===== config.mk =====
export PLATFORM = sky130hd
export DESIGN_NAME = pes_prbs_ctrl
export DESIGN_NICKNAME = d
export VERILOG_FILES = /design/src/rtl/pes_prbs_pkg.sv /design/src/rtl/pes_prbs_period_meter.sv /design/src/rtl/pes_prbs_ctrl.sv
export SDC_FILE = /design/constraint.sdc
export NUM_CORES = 1
export LEC_CHECK = 0
export CELL_PAD_IN_SITES_DETAIL_PLACEMENT = 1
export CELL_PAD_IN_SITES_GLOBAL_PLACEMENT = 1
export CORE_MARGIN = 1.5
export CORE_UTILIZATION = 40
export DETAILED_ROUTE_END_ITERATION = 8
export HOLD_SLACK_MARGIN = 0.08
export PLACE_DENSITY_LB_ADDON = 0.1
export SYNTH_ARGS = -nofsm -noshare
export SYNTH_HDL_FRONTEND = slang
export SYNTH_HIERARCHICAL = 1
export SYNTH_SLANG_ARGS = --single-unit

===== constraint.sdc =====
create_clock -name clock -period 7.4 [get_ports clock]
set_clock_uncertainty 0.2 [all_clocks]
set_input_delay 0.74 -clock clock [delete_from_list [all_inputs] [get_ports clock]]
set_output_delay 0.74 -clock clock [all_outputs]
set_load 0.05 [all_outputs]

===== src/rtl/pes_prbs_pkg.sv =====
// Shared definitions for the PRBS run controller: type codes, FSM encoding
// and the legal-type helper.
package pes_prbs_pkg;

    typedef enum logic [3:0] {
        PRBS7  = 4'h0,
        PRBS9  = 4'h1,
        PRBS10 = 4'h2,
        PRBS11 = 4'h3,
        PRBS15 = 4'h4,
        PRBS20 = 4'h5,
        PRBS23 = 4'h6,
        PRBS29 = 4'h7,
        PRBS31 = 4'h8
    } prbs_type_e;

    localparam logic [3:0] TYPE_MAX_DEFAULT = 4'h8;

    typedef enum logic [1:0] {
        ST_IDLE = 2'b00,
        ST_INIT = 2'b01,
        ST_RUN  = 2'b10,
        ST_DONE = 2'b11
    } state_e;

    localparam logic [31:0] CNT_MAX = 32'hFFFF_FFFF;

    function automatic logic type_legal(input logic [3:0] t, input logic [3:0] tmax);
        return (t <= tmax);
    endfunction

endpackage


===== src/rtl/pes_prbs_period_meter.sv =====
// Period meter: captures the seed word at the end of INIT and records the
// RUN cycle count of the first recurrence of that word.
module pes_prbs_period_meter (
    input  logic        clock,
    input  logic        rst_n,
    input  logic        clear,
    input  logic        capture,
    input  logic        run,
    input  logic [31:0] counter,
    input  logic [31:0] prbs_out,
    output logic [31:0] period,
    output logic        period_valid
);

    logic [31:0] seed_r;
    logic [31:0] period_r;
    logic        valid_r;
    logic        hit_s;

    // Counter 0 is the seed word itself, so it never counts as a recurrence.
    assign hit_s = run && !valid_r && (counter != 32'h0) && (prbs_out == seed_r);

    // Seed capture and first-match period register
    always_ff @(posedge clock or negedge rst_n) begin
        if (!rst_n) begin
            seed_r   <= 32'h0;
            period_r <= 32'h0;
            valid_r  <= 1'b0;
        end else if (clear) begin
            seed_r   <= 32'h0;
            period_r <= 32'h0;
            valid_r  <= 1'b0;
        end else begin
            if (capture) begin
                seed_r <= prbs_out;
            end
            if (hit_s) begin
                period_r <= counter;
                valid_r  <= 1'b1;
            end
        end
    end

    assign period       = period_r;
    assign period_valid = valid_r;

endmodule


===== src/rtl/pes_prbs_ctrl.sv =====
// PRBS run controller: sequences init/run of an external PRBS generator and
// optionally measures its period (enabled by macro PES_PRBS_CTRL_PERIOD_EN).
module pes_prbs_ctrl
    import pes_prbs_pkg::*;
#(
    parameter int unsigned INIT_CYCLES = 4,
    parameter logic [3:0]  TYPE_MAX    = TYPE_MAX_DEFAULT
) (
    input  logic        clock,
    input  logic        rst_n,
    input  logic        start,
    input  logic        stop,
    input  logic [3:0]  cfg_type,
    input  logic [31:0] cfg_len,
    input  logic [31:0] prbs_out,
    output logic        prbs_init,
    output logic [3:0]  prbs_type,
    output logic        busy,
    output logic        done,
    output logic        err,
    output logic [31:0] period,
    output logic        period_valid
);

    localparam logic [7:0] INIT_LAST = 8'(INIT_CYCLES - 1);

    state_e      state_r;
    state_e      state_next_s;
    logic [7:0]  init_cnt_r;
    logic [31:0] counter_r;
    logic [31:0] len_r;
    logic [3:0]  prbs_type_r;
    logic        prbs_init_r;
    logic        busy_r;
    logic        done_r;
    logic        err_r;
    logic        accept_s;
    logic        reject_s;
    logic        capture_s;
    logic        len_end_s;

    assign len_end_s = (len_r != 32'h0) && (counter_r == (len_r - 32'h1));

    // Next-state and one-cycle event decode
    always_comb begin
        state_next_s = state_r;
        accept_s     = 1'b0;
        reject_s     = 1'b0;
        capture_s    = 1'b0;
        case (state_r)
            ST_IDLE: begin
                if (start) begin
                    if (type_legal(cfg_type, TYPE_MAX)) begin
                        accept_s     = 1'b1;
                        state_next_s = ST_INIT;
                    end else begin
                        reject_s     = 1'b1;
                        state_next_s = ST_IDLE;
                    end
                end else begin
                    state_next_s = ST_IDLE;
                end
            end
            ST_INIT: begin
                if (stop) begin
                    state_next_s = ST_DONE;
                end else if (init_cnt_r == INIT_LAST) begin
                    capture_s    = 1'b1;
                    state_next_s = ST_RUN;
                end else begin
                    state_next_s = ST_INIT;
                end
            end
            ST_RUN: begin
                // stop and length end together still yield one DONE
                if (stop || len_end_s) begin
                    state_next_s = ST_DONE;
                end else begin
                    state_next_s = ST_RUN;
                end
            end
            ST_DONE: begin
                state_next_s = ST_IDLE;
            end
            default: begin
                state_next_s = ST_IDLE;
            end
        endcase
    end

    // State, counters and registered outputs decoded from the next state
    always_ff @(posedge clock or negedge rst_n) begin
        if (!rst_n) begin
            state_r     <= ST_IDLE;
            init_cnt_r  <= 8'h0;
            counter_r   <= 32'h0;
            len_r       <= 32'h0;
            prbs_type_r <= 4'h0;
            prbs_init_r <= 1'b1;
            busy_r      <= 1'b0;
            done_r      <= 1'b0;
            err_r       <= 1'b0;
        end else begin
            state_r     <= state_next_s;
            prbs_init_r <= (state_next_s != ST_RUN);
            busy_r      <= (state_next_s == ST_INIT) || (state_next_s == ST_RUN);
            done_r      <= (state_next_s == ST_DONE);
            err_r       <= reject_s;
            if (accept_s) begin
                prbs_type_r <= cfg_type;
                len_r       <= cfg_len;
            end
            if (state_r == ST_INIT) begin
                init_cnt_r <= init_cnt_r + 8'h1;
            end else begin
                init_cnt_r <= 8'h0;
            end
            if (state_r == ST_RUN) begin
                if (counter_r != CNT_MAX) begin
                    counter_r <= counter_r + 32'h1;
                end
            end else begin
                counter_r <= 32'h0;
            end
        end
    end

    assign prbs_init = prbs_init_r;
    assign prbs_type = prbs_type_r;
    assign busy      = busy_r;
    assign done      = done_r;
    assign err       = err_r;

`ifdef PES_PRBS_CTRL_PERIOD_EN
    pes_prbs_period_meter u_meter (
        .clock        (clock),
        .rst_n        (rst_n),
        .clear        (accept_s),
        .capture      (capture_s),
        .run          (state_r == ST_RUN),
        .counter      (counter_r),
        .prbs_out     (prbs_out),
        .period       (period),
        .period_valid (period_valid)
    );
`else
    logic unused_meter_s;
    assign unused_meter_s = (^prbs_out) ^ capture_s;
    assign period         = 32'h0;
    assign period_valid   = 1'b0;
`endif

endmodule


==> flow_summary.json, run 1 <==
{
  "hpwl_um": 9410,
  "synth_edf_count": 0,
  "initial_core_util_pct": 40.9,
  "cts-root-buf": "clkbuf_16",
  "pre_cts_ws_ps": 2980,
  "p_seq_share_pct": 38.7,
  "wl_per_cell_um": 17.1,
  "layout_common_cells": "dfrtp_1 (81), nor2_1 (57), clkdlybuf4s50_1 (46)",
  "powerDensity_nw_per_um2": 334,
  "route.detailed.drc": 0,
  "endpoint_kind": "flop",
  "postRouteAntennaNets": 0,
  "io_pins": 113,
  "hold_viol": 0,
  "post-route-min-period_ps": 3990,
  "num_vias": 3972,
  "drtPass1Iterations": 4,
  "synth_area_um2": 5160,
  "max_freq_mhz": 250,
  "layout_commonest_cell": "dfrtp_1",
  "crit_fanout": 37,
  "rsz0062_at_grt": "false",
  "viasPerCell": 5.32,
  "core_area_um2": 12600,
  "r2r-start": "len_r[5]$_DFFE_PN0P_",
  "synthCells": 542,
  "yosys_warnings": 6,
  "worst_pin_slew_ps": 1050,
  "whs_ps": 263,
  "vdd_ir_drop_max_mv": 0.123,
  "synth_seq_cells": 82,
  "cp.required_ps": 7440,
  "crit_end": "busy$_DFF_PN0_",
  "grt_pass1_wl_um": 20900,
  "max-cap-violations": 0,
  "grt_max_degree": 83,
  "finalMaxSlewViolations": 0,
  "clk_latency_ps": 350,
  "synth-main-ff-cell": "dfrtp_1",
  "fin_crit_sh_pct": 54.0,
  "dieArea_um2": 13600,
  "ys_seq_area_share_pct": 39.8,
  "port-buffer-count": 47,
  "h-tree-depth": 3,
  "critPathKind": "input port to flop",
  "ctsHoldBuffers": 0,
  "track_usage_pct": 20.1,
  "cts-resized-gates": 0,
  "ys_types": 59,
  "total_leakage_power_nw": 2.32,
  "worstPathArrival_ps": 4040,
  "relSlewSlack_pct": 30.2,
  "rr_worst_depth": 9,
  "die_h_um": 117,
  "cp-startpoint": "start",
  "setup_viol": 0,
  "grt-ovfl-total": 0,
  "place_congestion": 0.807,
  "switching_power_uw": 781,
  "hp-class": "flop to flop",
  "postSynthAreaPerCell_um2": 9.51,
  "cts_tree": "yes",
  "clkSlewWorstSetupHoldPaths_ps": 60,
  "drtIter0Drc": 167,
  "p_sw_share_pct": 39.5,
  "cts.sinks": 82,
  "cts_setup_buffers": 0,
  "syn_to_final_growth_pct": 14.7,
  "antenna_found_initial": 0,
  "fin_nets": 647,
  "status": "finished clean",
  "rows": 41,
  "clk_path_buf_depth": 2,
  "drive_above_1_share_pct": 11.8,
  "utilization_pct": 46.9,
  "clkPwrFrac_pct": 24.6,
  "critPathLaunchType": "input port",
  "power_mw": 1.98,
  "cts_buffers": 9,
  "fp.dieW_um": 117,
  "p_comb_share_pct": 36.8,
  "p_int_mw": 1.20,
  "synthArstFlopShare_pct": 100,
  "setup_ws_ps": 3410,
  "drt-total-wl_um": 12800,
  "diodes": 0,
  "worstReg2RegEnd": "busy$_DFF_PN0_",
  "first_global_vias": 4151,
  "rrSetupSlack_ps": 3530,
  "fin_setup_tns_ps": 0
}
## flip-flops by register name, indices dropped and copies added (netlist names)
register	flops
err	1
prbs_type	4
done	1
init_cnt_r	8
counter_r	32
state_r	2
prbs_init	1
busy	1
len_r	32
## cell usage after synthesis (all sizes together) (2+ instances only)
cell    count  area share (%)
a31o        2            0.34
inv        15             1.1
nor3       17             1.7
ha          5             1.2
nand3      21             2.0
nor4b       6             1.1
and3        8            0.97
clkbuf     26             1.9
xnor2      37             6.3
nand2      28             2.0
xor2       36             6.1
o21ai       9            0.87
a21oi      11             1.1
or3         7            0.85
a31oi       5            0.61
o211ai      2            0.29
and4b       2            0.39
buf        38             5.5
nor4       18             2.6
nand2b      3            0.36
a311oi      2            0.34
nor2       58             4.3
dfrtp      81              39
and4        4            0.68
nor2b       2            0.24
mux2i       6             1.2
nand3b      2            0.29
o311ai      3            0.51
nand4b      3            0.51
o31ai       3            0.44
nand4      18             2.2
or4         9             1.5
a211oi      3            0.44
mux2       36             7.9
## critical path, stage by stage
cell	delay (ps)
clkdlybuf4s50_1	480
or3b_2	500
nand2b_2	670
and3_1	470
nor4_1	330
nand3_1	190
nor4_4	190
a31oi_1	130
ha_1	310
inv_1	30
## cell families after synthesis
| logic type | after synthesis | share of synthesized area, % |
|---|---|---|
| and+or+nand+nor | 212 | 22.7 |
| DFF | 82 | 39.8 |
| buffers and inverters | 79 | 8.52 |
| xor gates and xnor gates | 73 | 12.4 |
| AOI/OAI and AO/OA | 48 | 6.29 |
| muxes | 42 | 9.03 |
| adders and majority gates | 5 | 1.21 |
| other | 1 | 0.0727 |
## routing by layer
| layer | GRT usage, % | wire [um] |
|---|---|---|
| met4 | 9.08 | 239 |
| met5 | 0 | 0 |
| met1 | 25.6 | 5960 |
| met3 | 3.32 | 373 |
| met2 | 33.8 | 6230 |
## per-stage QoR
step / instances / cell area, um2
final: 747 / 5910
after global routing: 747 / 5910
after CTS: 747 / 5910
after detailed placement: 731 / 5590
after global placement: 731 / 5590
after floorplan: 574 / 5280
## worst min-delay path by stage
stage,startpoint,end,slack [ps],cells past startpoint
finish,init_cnt_r[0]$_DFF_PN0_,init_cnt_r[0]$_DFF_PN0_,260,1
global route,init_cnt_r[0]$_DFF_PN0_,init_cnt_r[0]$_DFF_PN0_,280,1
CTS,init_cnt_r[0]$_DFF_PN0_,init_cnt_r[0]$_DFF_PN0_,260,1
detailed placement,init_cnt_r[0]$_DFF_PN0_,init_cnt_r[0]$_DFF_PN0_,260,1
global placement,init_cnt_r[0]$_DFF_PN0_,init_cnt_r[0]$_DFF_PN0_,240,1
floorplan,init_cnt_r[0]$_DFF_PN0_,init_cnt_r[0]$_DFF_PN0_,230,1
## layout make-up
type                       count  area [um2]
timing repair buffer          49         483
clock inverter                 5        77.6
tap                          172         215
multi-input combinational    413        2790
fill                        1473        6710
clock buffer                  11         243
sequential                    82        2050
inverter                      15        56.3
## power groups by stage
stage / Clock, mW / Combinational [mW] / Sequential (mW)
CTS: 0.501 / 0.734 / 0.765
global route: 0.514 / 0.797 / 0.791
global placement: 0 / 0.709 / 0.764
finish: 0.486 / 0.728 / 0.764
detailed placement: 0 / 0.728 / 0.773
floorplan: 0 / 0.554 / 0.742
Power figures use the tool's default switching activity.
==> inputs of run 2 (changes only) <==
CORE_UTILIZATION = 39   (was 40)
clock period = 3.7 ns   (was 7.4 ns; I/O delays follow)
==> run 2 against run 1 <==
Against the previous run:
- cell count increased by 3.7%
- non-clock buffer count increased by 28
- setup slack got worse by 3300 ps
- largest power group is now combinational cells
- clock power increased by 99%
- global-route usage increased by 0.51 points
- sequential power increased by 87%
- wire length increased by 6.8%
- highest routed layer unchanged
- critical path type is now flop to flop
- sequential share of layout area decreased by 1.2 points
- hold slack improved by 8.3 ps
- register-to-register slack got worse by 3400 ps
- core utilization increased by 1.1 points
==> flow_summary.json, run 2 (synthesized netlist as in run 1, its figures left out) <==
{
  "track_usage_pct": 20.6,
  "worst_pin_slew_ps": 1070,
  "powerDensity_nw_per_um2": 670,
  "rr_worst_depth": 9,
  "drtPass1Iterations": 4,
  "postRouteAntennaNets": 0,
  "n_fill_cell": 1454,
  "finalMaxSlewViolations": 0,
  "fp.dieW_um": 118,
  "post-route-min-period_ps": 3610,
  "clk_latency_ps": 350,
  "cp.required_ps": 3740,
  "die_h_um": 118,
  "critPathLaunchType": "flop",
  "fin_setup_tns_ps": 0,
  "regArea_um2": 2050,
  "cts_buffers": 9,
  "num_vias": 4144,
  "crit_fanout": 7,
  "drt-total-wl_um": 13700,
  "grt-ovfl-total": 0,
  "placedCellCount": 758,
  "place_congestion": 0.819,
  "layout_common_cells": "dfrtp_1 (81), nor2_1 (57), clkdlybuf4s50_1 (46)",
  "cp-startpoint": "len_r[5]$_DFFE_PN0P_",
  "core_area_um2": 12800,
  "rsz0062_at_grt": "false",
  "rows": 41,
  "crit_end": "busy$_DFF_PN0_",
  "syn_to_final_growth_pct": 18.8,
  "cts-root-buf": "clkbuf_16",
  "initial_core_util_pct": 40.4,
  "critPathKind": "flop to flop",
  "r2r-start": "len_r[5]$_DFFE_PN0P_",
  "h-tree-depth": 3,
  "rrSetupSlack_ps": 90,
  "worstPathArrival_ps": 3650,
  "multi_input_area_um2": 2790,
  "diodes": 0,
  "hold_viol": 0,
  "grt_pass1_wl_um": 22800,
  "max_freq_mhz": 277,
  "total_leakage_power_nw": 2.45,
  "hpwl_um": 10100,
  "reg.largest.list": "counter_r (32), len_r (32), init_cnt_r (8)",
  "fin_nets": 675,
  "setup_ws_ps": 85.4,
  "cts_setup_buffers": 0,
  "endpoint_kind": "flop",
  "setup_viol": 0,
  "viasPerCell": 5.35,
  "relSlewSlack_pct": 28.4,
  "route.detailed.drc": 0,
  "dieArea_um2": 13900,
  "power_mw": 4.10,
  "fin_crit_sh_pct": 97.7,
  "layout_commonest_cell": "dfrtp_1",
  "io_pins": 113,
  "cts_tree": "yes",
  "worstReg2RegEnd": "busy$_DFF_PN0_",
  "vdd_ir_drop_max_mv": 0.363,
  "antenna_found_initial": 0,
  "grt_max_degree": 83,
  "clkSlewWorstSetupHoldPaths_ps": 60,
  "drtIter0Drc": 188,
  "drive_above_1_share_pct": 15.4,
  "clk_path_buf_depth": 2,
  "first_global_vias": 4388,
  "whs_ps": 271,
  "hp-class": "flop to flop",
  "pre_cts_ws_ps": 109,
  "final_cells": 775,
  "max-cap-violations": 0,
  "wl_per_cell_um": 17.6,
  "port-buffer-count": 47,
  "status": "finished clean",
  "cts.sinks": 82
}
run 2: timing repair:
action,in CTS,in global routing
resized for setup,0,1
hold buffers,1,0
setup endpoints to repair,0,2
hold endpoints to repair,76,0
run 2: area by class of cell:
class | instances | share of cell area [%]
Multi-Input combinational cell | 413 | 45.6
Clock buffer | 14 | 4.15
Tap cell | 172 | 3.51
Sequential cell | 82 | 33.5
Clock inverter | 2 | 0.980
Inverter | 15 | 0.919
Timing Repair Buffer | 77 | 11.4
run 2: worst min path at each step:
stage                                    endpoint  cells past startpoint                     from  slack (ps)
after floorplan                    busy$_DFF_PN0_                      0                    rst_n        -130
after global placement    init_cnt_r[0]$_DFF_PN0_                      1  init_cnt_r[0]$_DFF_PN0_         250
after detailed placement  init_cnt_r[0]$_DFF_PN0_                      1  init_cnt_r[0]$_DFF_PN0_         270
after CTS                 init_cnt_r[0]$_DFF_PN0_                      1  init_cnt_r[0]$_DFF_PN0_         290
after global routing      init_cnt_r[0]$_DFF_PN0_                      1  init_cnt_r[0]$_DFF_PN0_         310
final                     init_cnt_r[0]$_DFF_PN0_                      1  init_cnt_r[0]$_DFF_PN0_         270
run 2: layer usage:
| metal | up-vias | track usage, % | wire [um] |
|---|---|---|---|
| li1 | 1954 | - | - |
| met1 | 2075 | 25.6 | 6090 |
| met2 | 97 | 35.1 | 6650 |
| met5 | - | 0 | 0 |
| met4 | 0 | 6.71 | 272 |
| met3 | 18 | 5.23 | 664 |
run 2: critical path, stage by stage, from the launching register on:
cell       delay (ps)
dfrtp_1           400
or4_4             570
or4_4             560
or4_1             530
a211o_1           320
o2bb2ai_1         130
a211oi_1          310
a31oi_1           160
ha_1              310
inv_1              30
run 2: power by group:
group / total, mW / leakage (nW) / switching, mW / internal [mW]
Clock: 0.967 / 0.151 / 0.356 / 0.611
Sequential: 1.43 / 1.06 / 0.288 / 1.14
Combinational: 1.70 / 1.24 / 0.948 / 0.757
Total: 4.10 / 2.45 / 1.59 / 2.51
run 2: per-stage QoR:
| stage | cell area (um2) | utilization, % |
|---|---|---|
| after detailed placement | 5800 | 45.4 |
| after global routing | 6130 | 48.0 |
| after global placement | 5800 | 45.4 |
| after CTS | 6120 | 47.9 |
| after floorplan | 5280 | - |
| final | 6130 | 48.0 |
==> inputs of run 3 (changes only) <==
SKIP_LAST_GASP = 1   (was unset)
==> results of run 3 <==
The final DEF is identical to that of run 2; final timing and power are the same.
